`src/rtl/decoder_seq_pkg.sv`:
```
// ============================================================================
// Module   : decoder_seq_pkg
// Brief    : Shared MODE and state encodings for the sequencing decoder.
// Revision : 1.0 - initial release
// ============================================================================
`default_nettype none

package decoder_seq_pkg;

   typedef logic [1:0] mode_t;

   localparam mode_t MODE_HOLD    = 2'b00;
   localparam mode_t MODE_LOAD    = 2'b01;
   localparam mode_t MODE_STEP_UP = 2'b10;
   localparam mode_t MODE_STEP_DN = 2'b11;

   localparam logic [0:0] ST_IDLE   = 1'b0;
   localparam logic [0:0] ST_ACTIVE = 1'b1;

endpackage

`default_nettype wire

```
`src/rtl/decoder_seq_onehot_dec.sv`:
```
// ============================================================================
// Module   : onehot_dec
// Brief    : Combinational SEL_W-to-2**SEL_W binary-to-one-hot decoder.
// Revision : 1.0 - initial release
// ============================================================================
`default_nettype none

module onehot_dec #(
   parameter int SEL_W = 3
) (
   input  logic [SEL_W-1:0]      sel,
   output logic [(1<<SEL_W)-1:0] dec
);

   localparam int OUT_W = 1 << SEL_W;

   for (genvar i = 0; i < OUT_W; i++) begin : g_bit
      assign dec[i] = (sel == SEL_W'(i));
   end

endmodule

`default_nettype wire

```
`src/rtl/decoder_seq.sv`:
```
// ============================================================================
// Module   : decoder_seq
// Brief    : Registered one-hot decoder with load / walk-up / walk-down modes.
// Revision : 1.0 - initial release
// ============================================================================
`default_nettype none

module decoder_seq
   import decoder_seq_pkg::*;
#(
   parameter int SEL_W            = 3,
   parameter bit IDLE_STEP_DN_TOP = 1'b1
) (
   input  logic                  CLK,
   input  logic                  RST_N,
   input  logic                  EN,
   input  logic                  CLR,
   input  logic [1:0]            MODE,
   input  logic [SEL_W-1:0]      SEL,
   output logic [(1<<SEL_W)-1:0] X,
   output logic [SEL_W-1:0]      IDX,
   output logic                  ACTIVE,
   output logic                  WRAP
);

   localparam int               OUT_W    = 1 << SEL_W;
   localparam logic [SEL_W-1:0] c_maxIdx = {SEL_W{1'b1}};
   localparam logic [SEL_W-1:0] c_dnEntry = IDLE_STEP_DN_TOP ? c_maxIdx : '0;

   logic [0:0]       r_state;
   logic [SEL_W-1:0] r_idx;
   logic [OUT_W-1:0] r_x;
   logic             r_wrap;

   logic [0:0]       w_nextState;
   logic [SEL_W-1:0] w_nextIdx;
   logic             w_nextWrap;
   logic [OUT_W-1:0] w_dec;

   always_comb begin
      w_nextState = r_state;
      w_nextIdx   = r_idx;
      w_nextWrap  = 1'b0;
      if (CLR) begin
         w_nextState = ST_IDLE;
         w_nextIdx   = '0;
      end else begin
         case (MODE)
            MODE_LOAD: begin
               w_nextState = ST_ACTIVE;
               w_nextIdx   = SEL;
            end
            MODE_STEP_UP: begin
               w_nextState = ST_ACTIVE;
               if (r_state == ST_ACTIVE) begin
                  w_nextIdx  = r_idx + SEL_W'(1);
                  w_nextWrap = (r_idx == c_maxIdx);
               end else begin
                  w_nextIdx = '0;
               end
            end
            MODE_STEP_DN: begin
               w_nextState = ST_ACTIVE;
               if (r_state == ST_ACTIVE) begin
                  w_nextIdx  = r_idx - SEL_W'(1);
                  w_nextWrap = (r_idx == '0);
               end else begin
                  w_nextIdx = c_dnEntry;
               end
            end
            default: ;
         endcase
      end
   end

   // X is always decoded from the next index so it can never hold more than one bit.
   onehot_dec #(
      .SEL_W (SEL_W)
   ) u_dec (
      .sel (w_nextIdx),
      .dec (w_dec)
   );

   always_ff @(posedge CLK or negedge RST_N) begin
      if (!RST_N) begin
         r_state <= ST_IDLE;
         r_idx   <= '0;
         r_x     <= '0;
         r_wrap  <= 1'b0;
      end else if (EN) begin
         r_state <= w_nextState;
         r_idx   <= w_nextIdx;
         r_x     <= (w_nextState == ST_ACTIVE) ? w_dec : '0;
         r_wrap  <= w_nextWrap;
      end else begin
         r_wrap  <= 1'b0;
      end
   end

   assign X      = r_x;
   assign IDX    = r_idx;
   assign ACTIVE = (r_state == ST_ACTIVE);
   assign WRAP   = r_wrap;

endmodule

`default_nettype wire

```
`config.mk`:
```
export PLATFORM = sky130hd
export DESIGN_NAME = decoder_seq
export DESIGN_NICKNAME = d
export VERILOG_FILES = /design/src/rtl/decoder_seq_pkg.sv /design/src/rtl/decoder_seq_onehot_dec.sv /design/src/rtl/decoder_seq.sv
export SDC_FILE = /design/constraint.sdc
export NUM_CORES = 1
export LEC_CHECK = 0
export BUFFER_PORTS_ARGS = -buffer_cell sky130_fd_sc_hd__buf_2
export CAP_MARGIN = 20
export CELL_PAD_IN_SITES_DETAIL_PLACEMENT = 1
export CELL_PAD_IN_SITES_GLOBAL_PLACEMENT = 1
export CORE_ASPECT_RATIO = 1.75
export CORE_UTILIZATION = 33
export CTS_CLUSTER_DIAMETER = 60
export DETAILED_ROUTE_END_ITERATION = 8
export PLACE_DENSITY_LB_ADDON = 0.1
export REMOVE_ABC_BUFFERS = 1
export SYNTH_ARGS = -nofsm -noshare
export SYNTH_HDL_FRONTEND = slang
export SYNTH_SLANG_ARGS = --single-unit
```
`constraint.sdc`:
```
create_clock -name CLK -period 1.75 [get_ports CLK]
set_clock_uncertainty 0.2 [all_clocks]
set_input_delay 0.0875 -clock CLK [delete_from_list [all_inputs] [get_ports CLK]]
set_output_delay 0.0875 -clock CLK [all_outputs]
set_load 0.02 [all_outputs]
```
==> impl_metrics.toml, run 1 <==
[status]
status = "finished with violations"
violations = "negative setup slack"

[timing]
worst_pin_slew_ns = 0.378
worst_slack_ns = -0.176
setup_viol = 10
fmax_mhz = 519
slew_headroom_pct = 74.8
maxSlewViolCount = 0
period_share_pct = 110
hold_viol = 0
rsz0062_at_grt = "yes"
hold-worst-slack_ns = 0.0182
min_period_ns = 1.93

[final_layout]
areaGrowthSynthToFinish_pct = 57.8
num-fill-cells = 254
diodes = 0
nets = 127
stdcell_count = 137
drive_gt1_share_pct = 56.6
multi_input_area_sq_um = 529
fin_area_sq_mm = 0.00119
seqCellArea_sq_um = 325

[cts]
cts_buffers = 3
htreeDepth = 1
clk_path_buf_depth = 2
clk_pin_slew_ns = 0.09
clk_latency_ns = 0.28
cts.sinks = 13
root_buffer = "clkbuf_4"
tritoncts = "yes"

[synth]
synth_top_cells_by_area = "dfrtp_1 43%, o32ai_1 9.3%, ha_1 6.6%"
yosysUniqueCellTypes = 29
avgSynthCellArea_sq_um = 9.94
yosys_register_bits = 13
ys_seq_area_share_pct = 43.0
netlist.area_leader.share_pct = 43.0
syn_inst = 76
synth_top_area_cell = "dfrtp_1"
netlist_area_sq_um = 756
yosysWarnings = 0

[setup_path]
reg2reg_from = "IDX[0]$_DFFE_PN0P_"
reg2reg_to = "X[3]$_DFFE_PN0P_"
reg2reg_setup_slack_ns = -0.18
cp_cell_sequence = "inv_2 > ha_4 > nand2_4 > xor2_4 > a211o_4 > o32ai_2"
crit_slowest_cell = "dfrtp_1"
path_max_fanout = 5
cp-end-kind = "register"
crit_type = "register to register"
r2r_cells = 6
path_depth = 6
endpoint = "X[3]$_DFFE_PN0P_"
cp-start-kind = "register"
startpoint = "IDX[0]$_DFFE_PN0P_"
worstPathArrival_ns = 1.92
path_buf_inv = 1
path_delay_family = "compound AO/OA/AOI/OAI gates"
required_ns = 1.75
critPathMaxStageDelay_ns = 0.41

[floorplanning]
row_count = 22
ioPinCount = 22
die-area_sq_mm = 0.00249
die_x_um = 38.2
start_util_pct = 35.7
die_h_um = 65.3
core_sq_mm = 0.00212

[routing]
dr.pass1.iters = 3
wl_per_cell_um = 17.3
via_count = 741
totalWireLength_um = 2370
drcViolationCount = 0
routed_via_density = 5.41
first_iter_violations = 8
ant_nets = 0

[pwr]
comb_power_share_pct = 39.4
power_frac_seq_pct = 38.8
swShare_pct = 36.5
power.switching_uw = 328
pwr-share-clk_pct = 21.8
vdd_ir_drop_max_mv = 0.488
p_per_area_mw_per_mm2 = 755
p_int_uw = 572
fin_total_pwr_uw = 901
leakage_uw = 0.000537

[global_route]
grt_first_pass_wirelength_um = 3540
grt-ovfl-total = 0
grt_max_degree = 15
grt_pass1_vias = 785
grtUsageTotal_pct = 20.5
antenna_found_initial = 0

[place]
postPlaceCellArea_sq_um = 917
dp_cells = 125
io_buffers = 21
place_hpwl_um = 1540
gp_congestion = 0.698
post-place-ws_ns = -0.305

[hold_path]
hold_path_class = "input port to asynchronous set/reset pin"

[job]
drv_cap = 0
how the worst min path moves through the flow:
| stage | from | end | slack, ns | cells past startpoint |
|---|---|---|---|---|
| after floorplan | RST_N | ACTIVE$_DFFE_PN0P_ | -0.41 | 0 |
| after global placement | RST_N | WRAP$_DFF_PN0_ | -0.20 | 1 |
| after detailed placement | RST_N | IDX[2]$_DFFE_PN0P_ | -0.20 | 1 |
| after CTS | RST_N | IDX[2]$_DFFE_PN0P_ | 0.03 | 2 |
| after global routing | RST_N | X[5]$_DFFE_PN0P_ | 0.06 | 2 |
| final | RST_N | IDX[2]$_DFFE_PN0P_ | 0.02 | 2 |
metrics by stage:
stage	TNS, ns	util [%]
detailed placement	-2.31	43.3
global placement	-1.92	43.3
finish	-1.20	56.3
CTS	-1.18	51.8
global route	-2.06	56.3
floorplan	-1.80	-
logic make-up (layout without fill, tap and decap cells):
family | count (synthesis) | in the layout | synth area share, %
AO/OA/AOI/OAI | 21 | 21 | 21.9
XOR/XNOR | 2 | 2 | 2.32
adder cells (fa/ha/maj) | 4 | 4 | 6.62
buffers and inverters | 15 | 52 | 9.93
flip-flops | 13 | 13 | 43.0
multiplexers | 2 | 2 | 2.65
AND/OR/NAND/NOR | 19 | 19 | 13.6
placed cells by master, fill, tap and decap left out, drive strengths merged, types with 2 or more instances in the layout:
cell type     n
a211o         2
a211oi        3
a21oi         2
buf          33
clkbuf        3
dfrtp        13
dlygate4sd3   4
ha            4
inv          11
mux2i         2
nand2         6
nand2b        2
nor2          2
nor2b         3
nor3          4
o21ai         2
o32ai         8
metal layers:
layer  track usage [%]  wire (um)  vias up
met5                 0          0        -
met4              11.6         65        0
met3              2.36         73        6
met2              37.1       1310       20
met1              21.2        924      375
li1                  -          -      340
layout make-up:
| class | instances | share of cell area [%] |
|---|---|---|
| multi-input cells | 48 | 44.4 |
| clock inverters | 1 | 0.420 |
| well taps | 24 | 2.52 |
| flip-flops and latches | 13 | 27.3 |
| repair buffers | 37 | 20.0 |
| clock buffers | 3 | 1.89 |
| inverters | 11 | 3.46 |
power groups by stage:
stage / registers, uW / logic [uW] / clock network (uW)
global placement: 350 / 234 / 0
detailed placement: 351 / 238 / 0
floorplan: 377 / 97.4 / 0
global route: 354 / 383 / 209
finish: 350 / 355 / 196
CTS: 346 / 299 / 201
cell usage after synthesis, drive strengths merged:
library cell / count
a211o: 2
a211oi: 3
a21o: 1
a21oi: 2
a22oi: 1
and2b: 1
buf: 3
clkbuf: 1
dfrtp: 13
ha: 4
inv: 11
mux2i: 2
nand2: 6
nand2b: 2
nor2: 2
nor2b: 3
nor3: 4
o211ai: 1
o21ai: 2
o22ai: 1
o32ai: 8
or3b: 1
xnor2: 1
xor2: 1
timing repair:
item | 4_1_cts | 5_1_grt
gates resized for setup | 16 | 14
pin swaps | 6 | 12
endpoints found under the setup margin | 10 | 10
hold buffers | 4 | 0
endpoints found under the hold margin | 16 | 0
buffers inserted | 3 | 2
registers in the layout (all words and copies together), names as in the netlist:
signal and cells:
WRAP 1, ACTIVE 1, IDX 3, X 8
Power figures use the tool's default switching activity.
==> inputs of run 2 (changes only) <==
--- a/config.mk
+++ b/config.mk
@@ -5,14 +5,14 @@
 export SDC_FILE = /design/constraint.sdc
 export NUM_CORES = 1
 export LEC_CHECK = 0
-export BUFFER_PORTS_ARGS = -buffer_cell sky130_fd_sc_hd__buf_2
 export CAP_MARGIN = 20
 export CELL_PAD_IN_SITES_DETAIL_PLACEMENT = 1
 export CELL_PAD_IN_SITES_GLOBAL_PLACEMENT = 1
-export CORE_ASPECT_RATIO = 1.75
-export CORE_UTILIZATION = 33
+export CORE_UTILIZATION = 40
 export CTS_CLUSTER_DIAMETER = 60
 export DETAILED_ROUTE_END_ITERATION = 8
+export DONT_BUFFER_PORTS = 1
+export HOLD_SLACK_MARGIN = 0.12
 export PLACE_DENSITY_LB_ADDON = 0.1
 export REMOVE_ABC_BUFFERS = 1
 export SYNTH_ARGS = -nofsm -noshare
==> constraint.sdc (replaced) <==
create_clock -name CLK -period 1.7 [get_ports CLK]
set_clock_uncertainty 0.2 [all_clocks]
set_input_delay 0.085 -clock CLK [delete_from_list [all_inputs] [get_ports CLK]]
set_output_delay 0.085 -clock CLK [all_outputs]
set_load 0.02 [all_outputs]
==> run 2 against run 1 <==
Against the previous run:
- the flow finishes with violations (negative hold slack, negative setup slack)
- sequential power increased by 7.4%
- maximum frequency down 1.1%
- die area down 17%
- critical path type unchanged
- combinational power fell by 25%
- largest cell class unchanged
- non-clock buffer count fell by 24
- first-iteration DRC count is 13% lower
- via count shrank 15%
- utilization grew 4.5 points
==> impl_metrics.toml, run 2 (synthesis gave the netlist of run 1 again) <==
[cts]
root_buffer = "clkbuf_4"
cts_buffers = 3
clk_latency_ns = 0.28
clk_pin_slew_ns = 0.08
htreeDepth = 1
cts_hold_buf = 5
tritoncts = "yes"
cts.sinks = 13
clk_path_buf_depth = 2

[timing]
period_share_pct = 115
maxSlewViolCount = 0
fmax_mhz = 513
worst_slack_ns = -0.248
rsz0062_at_grt = "yes"
setup_viol = 10
worst_pin_slew_ns = 0.635
hold-worst-slack_ns = -0.340
hold_viol = 12
min_period_ns = 1.95
slew_headroom_pct = 57.5

[place]
dp_cells = 104
post-place-ws_ns = -0.299
postPlaceCellArea_sq_um = 806
gp_congestion = 0.725
place_hpwl_um = 1280
io_buffers = 0

[routing]
ant_nets = 0
totalWireLength_um = 2100
dr.pass1.iters = 4
routed_via_density = 5.54
first_iter_violations = 7
drcViolationCount = 0
via_count = 632
wl_per_cell_um = 18.4

[hold_path]
min_to = "IDX[2]$_DFFE_PN0P_"
hp-start = "EN"
whs_path_depth = 1
hold_path_class = "input port to register"

[setup_path]
cp-end-kind = "register"
cp-start-kind = "register"
path_max_fanout = 4
crit_type = "register to register"
r2r_cells = 7
worstPathArrival_ns = 1.91
reg2reg_setup_slack_ns = -0.25
reg2reg_to = "X[0]$_DFFE_PN0P_"
required_ns = 1.66
reg2reg_from = "IDX[0]$_DFFE_PN0P_"

[pwr]
vdd_ir_drop_max_mv = 0.403
p_per_area_mw_per_mm2 = 797
fin_total_pwr_uw = 845
leakage_uw = 0.000421

[global_route]
grt_max_degree = 16
grtUsageTotal_pct = 22.8
grt-ovfl-total = 0
antenna_found_initial = 0
grt_pass1_vias = 698
grt_first_pass_wirelength_um = 3290

[floorplanning]
ioPinCount = 22
core_sq_mm = 0.00175
row_count = 15
die_h_um = 45.5
die-area_sq_mm = 0.00207
die_x_um = 45.5
start_util_pct = 43.3

[final_layout]
seqCellArea_sq_um = 325
mostFrequentLayoutCells = "13 x dfrtp_1, 9 x inv_1, 8 x o32ai_2"
fin_area_sq_mm = 0.00106
largest_register_ff_count = 8
num-fill-cells = 188
diodes = 0
final_common_cell = "dfrtp_1"
nets = 103
multi_input_area_sq_um = 522
areaGrowthSynthToFinish_pct = 40.2
drive_gt1_share_pct = 46.1
stdcell_count = 114

[status]
status = "finished with violations"
violations = "negative hold slack, negative setup slack"

[job]
drv_cap = 0
run 2: area by class of cell:
type / instances / share of cell area (%)
multi-input combinational: 48 / 49.2
clock buffer: 4 / 2.48
sequential: 13 / 30.7
timing repair buffer: 13 / 10.7
tap: 25 / 2.95
inverter: 11 / 3.90
run 2: through the flow:
step	util (%)	TNS, ns
6_report	60.7	-2.00
5_1_grt	60.7	-2.72
4_1_cts	57.4	-1.78
3_5_place_dp	46.2	-2.32
3_3_place_gp	46.2	-1.72
2_1_floorplan	-	-2.30
run 2: repair_timing:
item | CTS | global route
pin swaps | 4 | 5
gates cloned | 0 | 0
resized for setup | 20 | 10
setup buffers | 1 | 0
endpoints found under the setup margin | 10 | 10
hold endpoints to repair | 26 | 12
run 2: where the power goes:
group | internal (uW) | switching (uW) | leakage [uW] | total, uW
registers | 332 | 44.3 | 0.000173 | 376
clock network | 91.2 | 110 | 0.0000150 | 201
logic | 128 | 141 | 0.000233 | 268
run 2: how the worst max path moves through the flow:
stage | to | startpoint | cells past startpoint | slack [ns]
6_report | X[0]$_DFFE_PN0P_ | IDX[0]$_DFFE_PN0P_ | 7 | -0.25
5_1_grt | X[1]$_DFFE_PN0P_ | IDX[1]$_DFFE_PN0P_ | 7 | -0.32
4_1_cts | X[3]$_DFFE_PN0P_ | IDX[0]$_DFFE_PN0P_ | 6 | -0.20
3_5_place_dp | X[5]$_DFFE_PN0P_ | IDX[0]$_DFFE_PN0P_ | 6 | -0.30
3_3_place_gp | X[4]$_DFFE_PN0P_ | IDX[0]$_DFFE_PN0P_ | 6 | -0.21
2_1_floorplan | X[2]$_DFFE_PN0P_ | IDX[0]$_DFFE_PN0P_ | 6 | -0.28
run 2: routing by layer:
layer	global-route usage (%)	vias to the layer above	part of all wire [%]
met3	5.56	4	4.5
met5	0	-	0
met4	9.09	0	1.3
met1	26.4	318	41
li1	-	294	-
met2	39.7	16	53
run 2: critical path, stage by stage, from the launching register on:
cell and delay [ns]:
dfrtp_1 0.42, inv_2 0.08, ha_2 0.20, xnor2_2 0.13, a211oi_2 0.35, buf_4 0.18
a21o_2 0.15, o32ai_2 0.10
==> inputs of run 3 (changes only) <==
--- a/config.mk
+++ b/config.mk
@@ -5,8 +5,7 @@
 export SDC_FILE = /design/constraint.sdc
 export NUM_CORES = 1
 export LEC_CHECK = 0
-export CAP_MARGIN = 20
-export CELL_PAD_IN_SITES_DETAIL_PLACEMENT = 1
+export CELL_PAD_IN_SITES_DETAIL_PLACEMENT = 0
 export CELL_PAD_IN_SITES_GLOBAL_PLACEMENT = 1
 export CORE_UTILIZATION = 40
 export CTS_CLUSTER_DIAMETER = 60
==> run 3 against run 2 <==
Against the previous run:
- the run still ends with negative hold slack, negative setup slack left
- hold slack gained 0.17 ns
- die area is the same
- combinational power grew 7.5%
- utilization grew 1.8 points
- flip-flop and latch count is the same
- clock power shrank 2%
- highest routed layer unchanged
==> impl_metrics.toml, run 3 (synthesis gave the netlist of run 1 again) <==
[hold_path]
hp-start = "MODE[0]"
hold_path_class = "input port to register"
min_to = "WRAP$_DFF_PN0_"
whs_path_depth = 2

[timing]
fmax_mhz = 527
period_share_pct = 112
worst_slack_ns = -0.197
worst_pin_slew_ns = 0.697
hold-worst-slack_ns = -0.171
slew_headroom_pct = 53.5
setup_viol = 10
maxSlewViolCount = 0
min_period_ns = 1.90
rsz0062_at_grt = "yes"
hold_viol = 1

[setup_path]
reg2reg_setup_slack_ns = -0.20
reg2reg_to = "X[0]$_DFFE_PN0P_"
worstPathArrival_ns = 1.88
path_max_fanout = 4
r2r_cells = 7
reg2reg_from = "IDX[0]$_DFFE_PN0P_"
cp-end-kind = "register"
cp-start-kind = "register"
crit_type = "register to register"
required_ns = 1.69

[place]
postPlaceCellArea_sq_um = 806
place_hpwl_um = 1170
dp_cells = 104
gp_congestion = 0.725
post-place-ws_ns = -0.268
io_buffers = 0

[routing]
via_count = 653
totalWireLength_um = 1920
drcViolationCount = 0
dr.pass1.iters = 3
wl_per_cell_um = 16.8
routed_via_density = 5.73
ant_nets = 0
first_iter_violations = 9

[status]
violations = "negative hold slack, negative setup slack"
status = "finished with violations"

[floorplanning]
die-area_sq_mm = 0.00207
die_x_um = 45.5
row_count = 15
start_util_pct = 43.3
ioPinCount = 22
core_sq_mm = 0.00175
die_h_um = 45.5

[final_layout]
multi_input_area_sq_um = 544
drive_gt1_share_pct = 46.1
nets = 103
stdcell_count = 114
largest_register_ff_count = 8
areaGrowthSynthToFinish_pct = 44.4
final_common_cell = "dfrtp_1"
num-fill-cells = 149
mostFrequentLayoutCells = "12 x dfrtp_1, 9 x inv_1, 8 x o32ai_2"
diodes = 0
fin_area_sq_mm = 0.00109
seqCellArea_sq_um = 327

[global_route]
grt_busiest_layer = "met2"
grtUsageTotal_pct = 21.6
use_met3_pct = 4.37
antenna_found_initial = 0
grt_pass1_vias = 693
use_met2_pct = 36.0
grt_max_degree = 14
grt_first_pass_wirelength_um = 3150
grt-ovfl-total = 0
use_met1_pct = 26.7

[pwr]
vdd_ir_drop_max_mv = 0.409
leakage_uw = 0.000443
p_per_area_mw_per_mm2 = 789

[job]
drv_cap = 0

[cts]
clk_path_buf_depth = 2
root_buffer = "clkbuf_4"
cts_buffers = 3
clk_latency_ns = 0.27
clk_pin_slew_ns = 0.09
tritoncts = "yes"
cts.sinks = 13
htreeDepth = 1
cts_setup_buffers = 0
cts_hold_buf = 6
==> run 3: layout make-up <==
cell class | count | share of cell area [%]
clock buffer | 4 | 2.41
inverter | 11 | 3.78
multi-input combinational | 48 | 49.9
tap | 25 | 2.87
sequential | 13 | 29.9
timing repair buffer | 13 | 11.1
==> run 3: power by group <==
group | internal (uW) | total, uW | switching, uW
combinational | 138 | 288 | 150
sequential | 332 | 375 | 43.1
clock | 90.9 | 197 | 106
==> run 3: worst max path at each step <==
stage | start | end | slack [ns]
after floorplan | IDX[0]$_DFFE_PN0P_ | X[2]$_DFFE_PN0P_ | -0.28
after global placement | IDX[0]$_DFFE_PN0P_ | X[4]$_DFFE_PN0P_ | -0.21
after detailed placement | IDX[0]$_DFFE_PN0P_ | X[5]$_DFFE_PN0P_ | -0.27
after CTS | IDX[0]$_DFFE_PN0P_ | X[3]$_DFFE_PN0P_ | -0.19
after global routing | IDX[0]$_DFFE_PN0P_ | X[3]$_DFFE_PN0P_ | -0.26
final | IDX[0]$_DFFE_PN0P_ | X[0]$_DFFE_PN0P_ | -0.20
==> run 3: critical path, cell delays in order (launching register included) <==
cell and delay, ns:
dfrtp_1 0.43, inv_2 0.11, ha_2 0.23, xnor2_2 0.12, a211oi_2 0.11, buf_4 0.16
a21o_4 0.20, o32ai_2 0.25
==> run 3: timing repair <==
item | in CTS | in global routing
setup endpoints to repair | 10 | 10
hold endpoints to repair | 26 | 11
resized for setup | 20 | 16
pin swaps | 6 | 6
==> run 3: per-stage QoR <==
stage | util [%] | power, uW | hold WS [ns] | setup TNS [ns]
global placement | 46.2 | 542 | -0.410 | -1.72
CTS | 57.8 | 826 | -0.187 | -1.54
detailed placement | 46.2 | 542 | -0.410 | -2.15
floorplan | - | 488 | -0.411 | -2.30
global route | 62.5 | 910 | -0.162 | -2.05
finish | 62.5 | 860 | -0.171 | -1.47
==> run 3: per-layer routing <==
metal  vias to the layer above  routed length (um)
li1                        297                   -
met1                       334                 799
met2                        18                 992
met3                         4                  82
met4                         0                  42
met5                         -                   0
